<file path="src/rtl/complete_arbiter.sv">
// Completion arbiter: per-FU FIFOs drained by a two-port round-robin onto registered ROB completion buses.
// Optional build macro COMPLETE_ARBITER_STATS_EN adds conflict_cnt_o (cycles with more than two FIFOs pending).
module complete_arbiter #(
    parameter int PC_SIZE    = 32,
    parameter int WORD_SIZE  = 32,
    parameter int NUM_P_REGS = 64,
    parameter int ROB_SIZE   = 16,
    parameter int NUM_REQ    = 3,
    parameter int FIFO_DEPTH = 2,
    localparam int TAG_W     = $clog2(NUM_P_REGS),
    localparam int IDX_W     = $clog2(ROB_SIZE)
) (
    input  logic                                 clk_i,
    input  logic                                 rst_i,
    input  logic [NUM_REQ-1:0]                   req_valid_i,
    output logic [NUM_REQ-1:0]                   req_ready_o,
    input  logic [NUM_REQ-1:0][IDX_W-1:0]        req_rob_index_i,
    input  logic [NUM_REQ-1:0][PC_SIZE-1:0]      req_pc_i,
    input  logic [NUM_REQ-1:0][WORD_SIZE-1:0]    req_val_i,
    input  logic [NUM_REQ-1:0][TAG_W-1:0]        req_dest_i,
    input  logic [NUM_REQ-1:0]                   req_regwrite_i,
    input  logic                                 rob_stall_i,
    output logic [1:0]                           cmp_en_o,
    output logic [1:0][IDX_W-1:0]                cmp_index_o,
    output logic [1:0][PC_SIZE-1:0]              cmp_pc_o,
    output logic [1:0][WORD_SIZE-1:0]            cmp_val_o,
    output logic [1:0][TAG_W-1:0]                cmp_dest_o,
    output logic [1:0]                           cmp_regwrite_o
`ifdef COMPLETE_ARBITER_STATS_EN
    ,
    output logic [31:0]                          conflict_cnt_o
`endif
);
    localparam int ENT_W = IDX_W + PC_SIZE + WORD_SIZE + TAG_W + 1;
    localparam int PTR_W = $clog2(FIFO_DEPTH);
    localparam int CNT_W = $clog2(FIFO_DEPTH + 1);
    localparam int RR_W  = (NUM_REQ > 1) ? $clog2(NUM_REQ) : 1;
    localparam logic [CNT_W-1:0] DEPTH_C = CNT_W'(FIFO_DEPTH);
    localparam logic [RR_W:0]    NREQ_C  = (RR_W + 1)'(NUM_REQ);

    logic [ENT_W-1:0] mem_q    [NUM_REQ][FIFO_DEPTH];
    logic [PTR_W-1:0] wr_ptr_q [NUM_REQ];
    logic [PTR_W-1:0] rd_ptr_q [NUM_REQ];
    logic [CNT_W-1:0] count_q  [NUM_REQ];
    logic [RR_W-1:0]  rr_ptr_q, rr_ptr_d;
    logic [NUM_REQ-1:0] push, pop;
    logic [ENT_W-1:0] wr_ent [NUM_REQ];
    logic [1:0]       sel_vld;
    logic [RR_W-1:0]  sel_idx [2];
    logic [ENT_W-1:0] head [2];
    logic [RR_W:0]    cand, rr_nxt;
    logic [RR_W-1:0]  last;

    logic [1:0]                cmp_en_q, cmp_regwrite_q;
    logic [1:0][IDX_W-1:0]     cmp_index_q;
    logic [1:0][PC_SIZE-1:0]   cmp_pc_q;
    logic [1:0][WORD_SIZE-1:0] cmp_val_q;
    logic [1:0][TAG_W-1:0]     cmp_dest_q;

    // Handshake: an entry transfers on a rising edge where valid and ready are both 1;
    // ready depends only on the registered count, so a same-cycle pop never raises it.
    always_comb begin
        for (int r = 0; r < NUM_REQ; r++) begin
            req_ready_o[r] = (count_q[r] < DEPTH_C) && !rst_i;
            push[r]        = req_valid_i[r] && req_ready_o[r];
            wr_ent[r]      = {req_rob_index_i[r], req_pc_i[r], req_val_i[r],
                              req_dest_i[r], req_regwrite_i[r]};
        end
    end

    always_comb begin
        sel_vld    = '0;
        sel_idx[0] = '0;
        sel_idx[1] = '0;
        pop        = '0;
        cand       = '0;
        rr_nxt     = '0;
        last       = '0;
        rr_ptr_d   = rr_ptr_q;
        if (!rob_stall_i) begin
            for (int k = 0; k < NUM_REQ; k++) begin
                cand = {1'b0, rr_ptr_q} + (RR_W + 1)'(k);
                if (cand >= NREQ_C) cand = cand - NREQ_C;
                if (count_q[cand[RR_W-1:0]] != '0) begin
                    if (!sel_vld[0]) begin
                        sel_vld[0] = 1'b1;
                        sel_idx[0] = cand[RR_W-1:0];
                    end else if (!sel_vld[1]) begin
                        sel_vld[1] = 1'b1;
                        sel_idx[1] = cand[RR_W-1:0];
                    end
                end
            end
        end
        for (int p = 0; p < 2; p++) begin
            if (sel_vld[p]) pop[sel_idx[p]] = 1'b1;
        end
        // Pointer moves past whichever requester was granted last this cycle.
        last   = sel_vld[1] ? sel_idx[1] : sel_idx[0];
        rr_nxt = {1'b0, last} + 1'b1;
        if (rr_nxt == NREQ_C) rr_nxt = '0;
        if (sel_vld[0]) rr_ptr_d = rr_nxt[RR_W-1:0];
    end

    assign head[0] = mem_q[sel_idx[0]][rd_ptr_q[sel_idx[0]]];
    assign head[1] = mem_q[sel_idx[1]][rd_ptr_q[sel_idx[1]]];

    always_ff @(posedge clk_i) begin
        for (int r = 0; r < NUM_REQ; r++) begin
            if (push[r]) mem_q[r][wr_ptr_q[r]] <= wr_ent[r];
        end
    end

    always_ff @(posedge clk_i) begin
        if (rst_i) begin
            for (int r = 0; r < NUM_REQ; r++) begin
                wr_ptr_q[r] <= '0;
                rd_ptr_q[r] <= '0;
                count_q[r]  <= '0;
            end
            rr_ptr_q       <= '0;
            cmp_en_q       <= '0;
            cmp_index_q    <= '0;
            cmp_pc_q       <= '0;
            cmp_val_q      <= '0;
            cmp_dest_q     <= '0;
            cmp_regwrite_q <= '0;
        end else begin
            for (int r = 0; r < NUM_REQ; r++) begin
                if (push[r]) wr_ptr_q[r] <= wr_ptr_q[r] + 1'b1;
                if (pop[r])  rd_ptr_q[r] <= rd_ptr_q[r] + 1'b1;
                case ({push[r], pop[r]})
                    2'b10:   count_q[r] <= count_q[r] + 1'b1;
                    2'b01:   count_q[r] <= count_q[r] - 1'b1;
                    default: count_q[r] <= count_q[r];
                endcase
            end
            rr_ptr_q <= rr_ptr_d;
            for (int p = 0; p < 2; p++) begin
                cmp_en_q[p] <= sel_vld[p];
                if (sel_vld[p]) begin
                    {cmp_index_q[p], cmp_pc_q[p], cmp_val_q[p],
                     cmp_dest_q[p], cmp_regwrite_q[p]} <= head[p];
                end
            end
        end
    end

    assign cmp_en_o       = cmp_en_q;
    assign cmp_index_o    = cmp_index_q;
    assign cmp_pc_o       = cmp_pc_q;
    assign cmp_val_o      = cmp_val_q;
    assign cmp_dest_o     = cmp_dest_q;
    assign cmp_regwrite_o = cmp_regwrite_q;

`ifdef COMPLETE_ARBITER_STATS_EN
    logic [31:0] conflict_cnt_q;
    logic        conflict;
    int          ne_cnt;

    always_comb begin
        ne_cnt = 0;
        for (int r = 0; r < NUM_REQ; r++) begin
            if (count_q[r] != '0) ne_cnt = ne_cnt + 1;
        end
        conflict = !rob_stall_i && (ne_cnt > 2);
    end

    always_ff @(posedge clk_i) begin
        if (rst_i)                                    conflict_cnt_q <= '0;
        else if (conflict && (conflict_cnt_q != '1))  conflict_cnt_q <= conflict_cnt_q + 1'b1;
    end

    assign conflict_cnt_o = conflict_cnt_q;
`else
    // Statistics build option off: no conflict counter exists.
`endif

endmodule

</file>
<file path="config.mk">
export PLATFORM = sky130hd
export DESIGN_NAME = complete_arbiter
export DESIGN_NICKNAME = d
export VERILOG_FILES = /design/src/rtl/complete_arbiter.sv
export SDC_FILE = /design/constraint.sdc
export NUM_CORES = 1
export LEC_CHECK = 0
export CAP_MARGIN = 20
export CORE_ASPECT_RATIO = 1.25
export CORE_UTILIZATION = 30
export DETAILED_ROUTE_END_ITERATION = 10
export HOLD_SLACK_MARGIN = 0.12
export SYNTH_ARGS = -nofsm -noshare
export SYNTH_HDL_FRONTEND = slang
export SYNTH_SLANG_ARGS = --single-unit
</file>
<file path="constraint.sdc">
create_clock -name clk_i -period 16.3 [get_ports clk_i]
set_input_delay 4.075 -clock clk_i [delete_from_list [all_inputs] [get_ports clk_i]]
set_output_delay 4.075 -clock clk_i [all_outputs]
set_load 0.02 [all_outputs]
</file>
* After elaboration in Yosys (flattened, before gate mapping) *
Memories as Yosys holds them, arrays and structs flattened.
Cells that the tools add are included.

storage, ports and cells
  output and inout port bits = 155
  bits in writable memories = 462
  logic and storage cells = 207
  bits in registers = 154
  memories = 4

cells by class
  equal/unequal tests = 7
  multiplexer cells = 109
  order comparisons = 18
  add/subtract/negate cells = 18
  bitwise logic cells = 21
  reduce and logical (&&, ||, !) cells = 18

memory list
  memory    words  bits a word  rd ports  clocked after memory_dff  wr ports  RTL line  text
  mem_q     3      150          2         0                         3         41        logic [ENT_W-1:0] mem_q [NUM_REQ][FIFO_DEPTH];
  count_q   3      2            6         0                         3         44        logic [CNT_W-1:0] count_q [NUM_REQ];
  rd_ptr_q  3      1            5         0                         3         43        logic [PTR_W-1:0] rd_ptr_q [NUM_REQ];
  wr_ptr_q  3      1            3         0                         3         42        logic [PTR_W-1:0] wr_ptr_q [NUM_REQ];

operator list
  operator                                                                             number
  75-bit 2-to-1 mux                                                                    9
  150-bit 2-to-1 mux                                                                   3
  75-bit demux with 1-bit select                                                       3
  1-bit 2-to-1 mux                                                                     58
  2-bit 2-to-1 mux                                                                     28
  4-bit 2-to-1 mux                                                                     4
  1-bit bitwise OR                                                                     15
  2-bit greater-or-equal comparator, second input constant                             6
  1-bit logical AND                                                                    11
  1-bit inverter with 2-bit output                                                     5
  1-bit adder, second input constant                                                   6
  2-bit by 1-bit adder with 2-bit output, second input constant                        3
  2-bit by 1-bit adder with 3-bit output, second input constant                        2
  2-bit by 1-bit == test with 1-bit output, second input constant                      3
  2-bit == test, second input constant                                                 3
  3-bit by 2-bit greater-or-equal comparator with 1-bit output, second input constant  2
  2-bit by 1-bit less-than comparator with 1-bit output, second input constant         3
  2-bit less-than comparator, second input constant                                    3
  2-bit by 3-bit less-than comparator with 1-bit output, second input constant         2
  3-bit 2-to-1 mux                                                                     2
  2-bit nonzero test                                                                   3
  2-bit OR reduction                                                                   3
  2-bit by 1-bit subtractor with 2-bit output, second input constant                   3
  2-bit subtractor, second input constant                                              3
  6 further kinds                                                                      8

* Logic depth before layout (Yosys ltp) *
Gate-level depths: netlist of the first run.
An unclocked memory read counts as a cell.

  depth in word-level cells = 28
  depth in mapped cells = 15

* Worst setup path after synthesis of the first run *
No wires, ideal clock.

  path type = input -> output
  start point = input rst_i
  end point = output req_ready_o[0]
  slack = 7,622 ps
  stages on the path = 2
  required time = 12,225 ps
  data arrival time = 4,603 ps
  cell sequence = clkbuf_1 -> nor2_1

between the ends
  cells in the longest elaborated chain, start to end = 2

ends and longest elaborated chain
  element            RTL line  text
  start, declared    14        input logic rst_i,
  1-bit zero test    64        req_ready_o[r] = (count_q[r] < DEPTH_C) && !rst_i;
  1-bit logical AND  64
  end, declared      16        output logic [NUM_REQ-1:0] req_ready_o,

No other way between the ends.

* Final worst setup path of the first run *
Ends and elaborated chain as after synthesis.

==> impl_metrics.toml, run 1 <==
[status]
status = "completed"

[yosys]
synthTopCellsByArea = "edfxtp_1, dfxtp_1, a211oi_1, nor2_1, and3_1"
syn-num-nets = 2501
avgSynthCellArea_um2 = 12.0
netlist_area_um2 = 27000
synthSimpleGateAreaFrac_pct = 10.9
synth_top_family_by_area = "compound AO/OA/AOI/OAI gates"
muxShareOfSynthArea_pct = 1.59
yosysTopAreaCell = "edfxtp_1"
synth_top_cell_area_share_pct = 51.3
synth_fa_ha_area_share_pct = 0.407
synth_ff_type = "edfxtp_1"
synthXorXnorAreaFrac_pct = 0.227
synth.distinct_cells = 63
ys_warn_count = 0
synth-seq-area-share_pct = 62.7
synthCells = 2262
async_reset_ff_share_pct = 0
synth_seq_cells = 616
synth_edf_count = 462
synth_compound_area_share_pct = 20.6

[global_route]
grt.total_usage_pct = 21.9
grt_pass1_vias = 22700
overflow = 0
antenna_found_initial = 27
grt_max_degree = 152
grt_pass1_wl_um = 148000

[timing]
final-hold-violation-count = 0
relSlewSlack_pct = 23.4
tightestPinTransition_ps = 1150
period_minus_slack_ps = 10090
finalCritPeriodShare_pct = 61.9
tns_ps = 0
max_freq_ghz = 0.0991
skew_ps = 25.8
drv_slew = 0
rsz0062_at_grt = "no"
setup_ws_ps = 6210
setup_viol = 0
whs_ps = 465

[place]
dp_hpwl_um = 57700
port_buffers = 385
place_area_um2 = 31900
gp_congestion = 0.824
pre_cts_ws_ps = 6170
dp.cells = 3657

[clocking]
cts_setup_buffers = 0
htreeDepth = 3
clockBufferDepth = 3
hold_buffers = 0
cts.sinks = 616
insertion_delay_ps = 620
cts_resized = 0
numCtsBuffers = 67
path_clk_slew_ps = 60
cts-root-buf = "clkbuf_16"
cts_tree = "yes"

[floorplan]
die_h_um = 338
ios = 386
start_util_pct = 30.4
dieArea_um2 = 91300
core_area_um2 = 88800
rows = 122
die_w_um = 271

[finish]
fin_util_pct = 38.4
postLayoutCellArea_um2 = 34200
area_growth_pct = 26.3
drive_above_1_share_pct = 10.2
final_cells = 3797
fin_nets = 2789

[critical_path]
crit_path_end_kind = "output port"
cp.arrival_ps = 6020
cp_max_fo = 19
crit_path_start_kind = "input port"
crit_required_ps = 12230
criticalPathCategory = "in2out"

[route]
post_drt_via_cell_ratio = 5.75
drt-total-wl_um = 103000
routedWlPerCell_um = 27.1
drt_iter0_drc = 2002
drc = 0
firstDrtPassIters = 5
vias = 21800
antenna_left = 0

[power_and_ir_drop]
powerDensity_nw_per_um2 = 189
power_leakage_nw = 12.0
total_power_mw = 6.46
ir_drop_uv = 149

[min_path]
hold_path_class = "reg2reg"

[job]
drv_cap = 0
## cells in the mapped netlist (6+ instances only)
library cell,instances
and3_1,155
a31o_2,40
nor3_1,16
dfxtp_1,154
a32o_1,75
o21bai_1,78
buf_2,17
clkbuf_1,167
a221oi_1,41
inv_1,11
o21ai_1,26
buf_1,9
mux2i_1,43
nor2_1,289
a211oi_1,185
ha_1,8
a21oi_1,107
o21ai_0,6
edfxtp_1,462
o21ai_2,50
nand2_1,170
a221o_1,34
o221ai_1,40
## power breakdown
part | total, mW | leakage (nW) | internal, mW | switching, mW
registers | 2.07 | 5.50 | 1.93 | 0.140
logic | 2.87 | 5.46 | 1.05 | 1.82
clock network | 1.51 | 1.06 | 0.871 | 0.641
total | 6.46 | 12.0 | 3.85 | 2.60
## kinds of logic (layout without fill, tap and decap cells)
group,after synthesis,after routing
compound gates,717,717
simple gates,652,652
fa+ha+maj,9,9
flops,616,616
mux,43,43
other cells,0,15
xor+xnor,7,7
buf+inv,218,560
## critical path: stages
cell,delay (ps)
clkdlybuf4s50_1,870
nor2_1,410
clkdlybuf4s50_1,660
## sequential cells by signal, indices dropped and copies added (netlist names), 3 cells and up
| signal | flops |
|---|---|
| wr_ptr_q | 3 |
| cmp_dest_o | 12 |
| cmp_pc_o | 64 |
| cmp_index_o | 8 |
| mem_q | 450 |
| cmp_val_o | 64 |
| count_q | 6 |
| rd_ptr_q | 3 |
## metal layers
layer  routed length [um]  track usage [%]
met1                41500             27.9
met2                48300             35.0
met3                 8700             4.92
met4                 4260             11.2
met5                  101                0
## layout make-up
class	count	area (um2)
repair buffers	425	4210
clock buffers	94	1870
well taps	1178	1470
diodes	15	37.5
inverters	12	45.0
fillers	8404	54700
flip-flops and latches	616	17000
clock inverters	29	297
multi-input cells	1428	9270
## placed cells by master, fill, tap and decap left out, drive strengths merged, types with 3 or more instances in the layout
cell type / instances
or3: 4
o21ai: 82
a221o: 34
clkinv: 21
o21bai: 78
o221ai: 40
a32o: 75
a31o: 40
o31a: 3
bufinv: 4
dfxtp: 154
o22ai: 3
or2: 3
a31oi: 3
clkdlybuf4s50: 385
o31ai: 4
inv: 13
a211oi: 185
xnor2: 5
nand2: 170
nor3: 18
edfxtp: 462
mux2i: 43
a211o: 3
a21oi: 107
buf: 40
a221oi: 41
and3: 156
o32ai: 4
nor2: 289
diode: 15
clkinvlp: 3
ha: 8
nor3b: 4
clkbuf: 94
## path summary, 6_finish.rpt
kind,end,cells past startpoint,slack [ps],from
min reg2reg,cmp_dest_o[1]$_SDFFE_PP0N_,1,460,cmp_dest_o[1]$_SDFFE_PP0N_
min,cmp_dest_o[1]$_SDFFE_PP0N_,1,460,cmp_dest_o[1]$_SDFFE_PP0N_
max,req_ready_o[0],3,6210,rst_i
max reg2reg,count_q[1][0]$_SDFFCE_PP0P_,10,11450,rr_ptr_q[0]$_SDFFE_PP0N_
Power figures use the tool's default switching activity.
==> run 2, diff against run 1 <==
clock period = 8.5 ns   (was 16.3 ns; I/O delays follow)
==> run 2 against run 1 <==
  * Non-clock buffer count did not move
  * Die area did not move
  * First-iteration DRC count rose by 7.2%
  * Via count is 0.31% lower
  * Sequential share of layout area fell by 0.38 points
  * Register-to-register slack got worse by 7400 ps
  * Clock skew fell by 3.4 ps
  * Flip-flop and latch count is the same
  * Final area increased by 0.76%
  * Core utilization rose by 0.29 points
  * Critical endpoint is now req_ready_o[2]
  * Largest cell class unchanged
==> impl_metrics.toml, run 2 (synthesized netlist as in run 1, its figures left out) <==
[critical_path]
crit_required_ps = 6380
crit_path_end_kind = "output port"
crit_path_start_kind = "input port"
cp.arrival_ps = 4120
criticalPathCategory = "in2out"
cp_max_fo = 19

[clocking]
cts.sinks = 616
htreeDepth = 3
path_clk_slew_ps = 60
cts_setup_buffers = 0
cts-root-buf = "clkbuf_16"
cts_tree = "yes"
hold_buffers = 0
cts_resized = 0
insertion_delay_ps = 620
clockBufferDepth = 3
numCtsBuffers = 69

[route]
drc = 0
drt_iter0_drc = 2146
vias = 21800
post_drt_via_cell_ratio = 5.72
routedWlPerCell_um = 26.9
drt-total-wl_um = 102000
firstDrtPassIters = 7
antenna_left = 0

[power_and_ir_drop]
powerDensity_nw_per_um2 = 367
pwr-share-comb_pct = 43.2
ir_drop_uv = 297
p_sw_mw = 5.00
p_int_mw = 7.63
p_sw_share_pct = 39.6
power_leakage_nw = 12.1
seq_power_share_pct = 31.5
clockPowerShare_pct = 25.2

[floorplan]
die_h_um = 338
dieArea_um2 = 91300
ios = 386
start_util_pct = 30.4
rows = 122
die_w_um = 271
core_area_um2 = 88800

[timing]
max_freq_ghz = 0.160
tightestPinTransition_ps = 1200
finalCritPeriodShare_pct = 73.4
period_minus_slack_ps = 6240
drv_slew = 0
final-hold-violation-count = 0
setup_viol = 0
relSlewSlack_pct = 20.2
skew_ps = 22.4
setup_ws_ps = 2260
tns_ps = 0
rsz0062_at_grt = "no"

[finish]
largest_reg_flops = 450
area_growth_pct = 27.3
layout_common_cells = "edfxtp_1, clkdlybuf4s50_1, nor2_1, a211oi_1, nand2_1"
postLayoutCellArea_um2 = 34400
fin_nets = 2791
drive_above_1_share_pct = 10.3
layout_commonest_cell = "edfxtp_1"

[place]
port_buffers = 385
gp_congestion = 0.847
pre_cts_ws_ps = 1970
dp_hpwl_um = 60200
place_area_um2 = 31900

[global_route]
grt_max_degree = 151
grt.total_usage_pct = 21.7
antenna_found_initial = 23
grt_pass1_wl_um = 146000
grt_pass1_vias = 22100
overflow = 0

[min_path]
hold_path_class = "reg2reg"

[status]
status = "completed"

[job]
drv_cap = 0
[run 2: changes by cell type in the layout (fill, tap and decap cells not counted), moves of 2 or more]
cell	previous run	this run
bufinv_16	4	10
clkbuf_16	68	72
clkinv_2	15	7
clkbuf_1	19	15
buf_4	37	35
clkinv_1	2	8
buf_12	1	4
diode_2	15	18
[run 2: area by class of cell]
| class | count | area (um2) |
|---|---|---|
| Antenna cell | 18 | 45.0 |
| Sequential cell | 616 | 17000 |
| Clock buffer | 93 | 1940 |
| Multi-Input combinational cell | 1428 | 9270 |
| Fill cell | 8353 | 54400 |
| Clock inverter | 34 | 460 |
| Tap cell | 1178 | 1470 |
| Inverter | 12 | 45.0 |
| Timing Repair Buffer | 425 | 4220 |
[run 2: final timing paths]
check	startpoint	to	slack, ps	depth (start not counted)
max	rst_i	req_ready_o[2]	2260	3
min	cmp_pc_o[19]$_SDFFE_PP0N_	cmp_pc_o[19]$_SDFFE_PP0N_	470	1
max reg2reg	rr_ptr_q[1]$_SDFFE_PP0N_	count_q[2][0]$_DFFE_PP_	4000	11
min reg2reg	cmp_pc_o[19]$_SDFFE_PP0N_	cmp_pc_o[19]$_SDFFE_PP0N_	470	1
[run 2: stage by stage]
stage	power (mW)	hold WS (ps)	std cells	util, %
6_report	12.6	467	3804	38.7
5_1_grt	13.2	487	3799	38.7
4_1_cts	12.7	470	3784	38.6
3_5_place_dp	9.44	456	3657	35.9
3_3_place_gp	9.29	454	3657	35.9
2_1_floorplan	7.55	449	2262	-
[run 2: worst max-delay path, cell delays in order]
cell and delay (ps):
clkdlybuf4s50_1 900, nor2_1 420, clkdlybuf4s50_1 670
[run 2: per-layer routing]
metal | wire [um] | track usage, % | up-vias
li1 | - | - | 9368
met1 | 40000 | 27.0 | 10800
met2 | 49200 | 35.6 | 1261
met3 | 8740 | 4.42 | 312
met4 | 4180 | 11.4 | 10
met5 | 72 | 0 | -
[run 2: power groups by stage]
stage	clock network (mW)	logic, mW	registers [mW]
floorplan	0	3.36	4.19
global placement	0	5.26	4.03
detailed placement	0	5.40	4.04
CTS	3.26	5.42	3.98
global route	3.36	5.79	4.02
finish	3.19	5.46	3.98
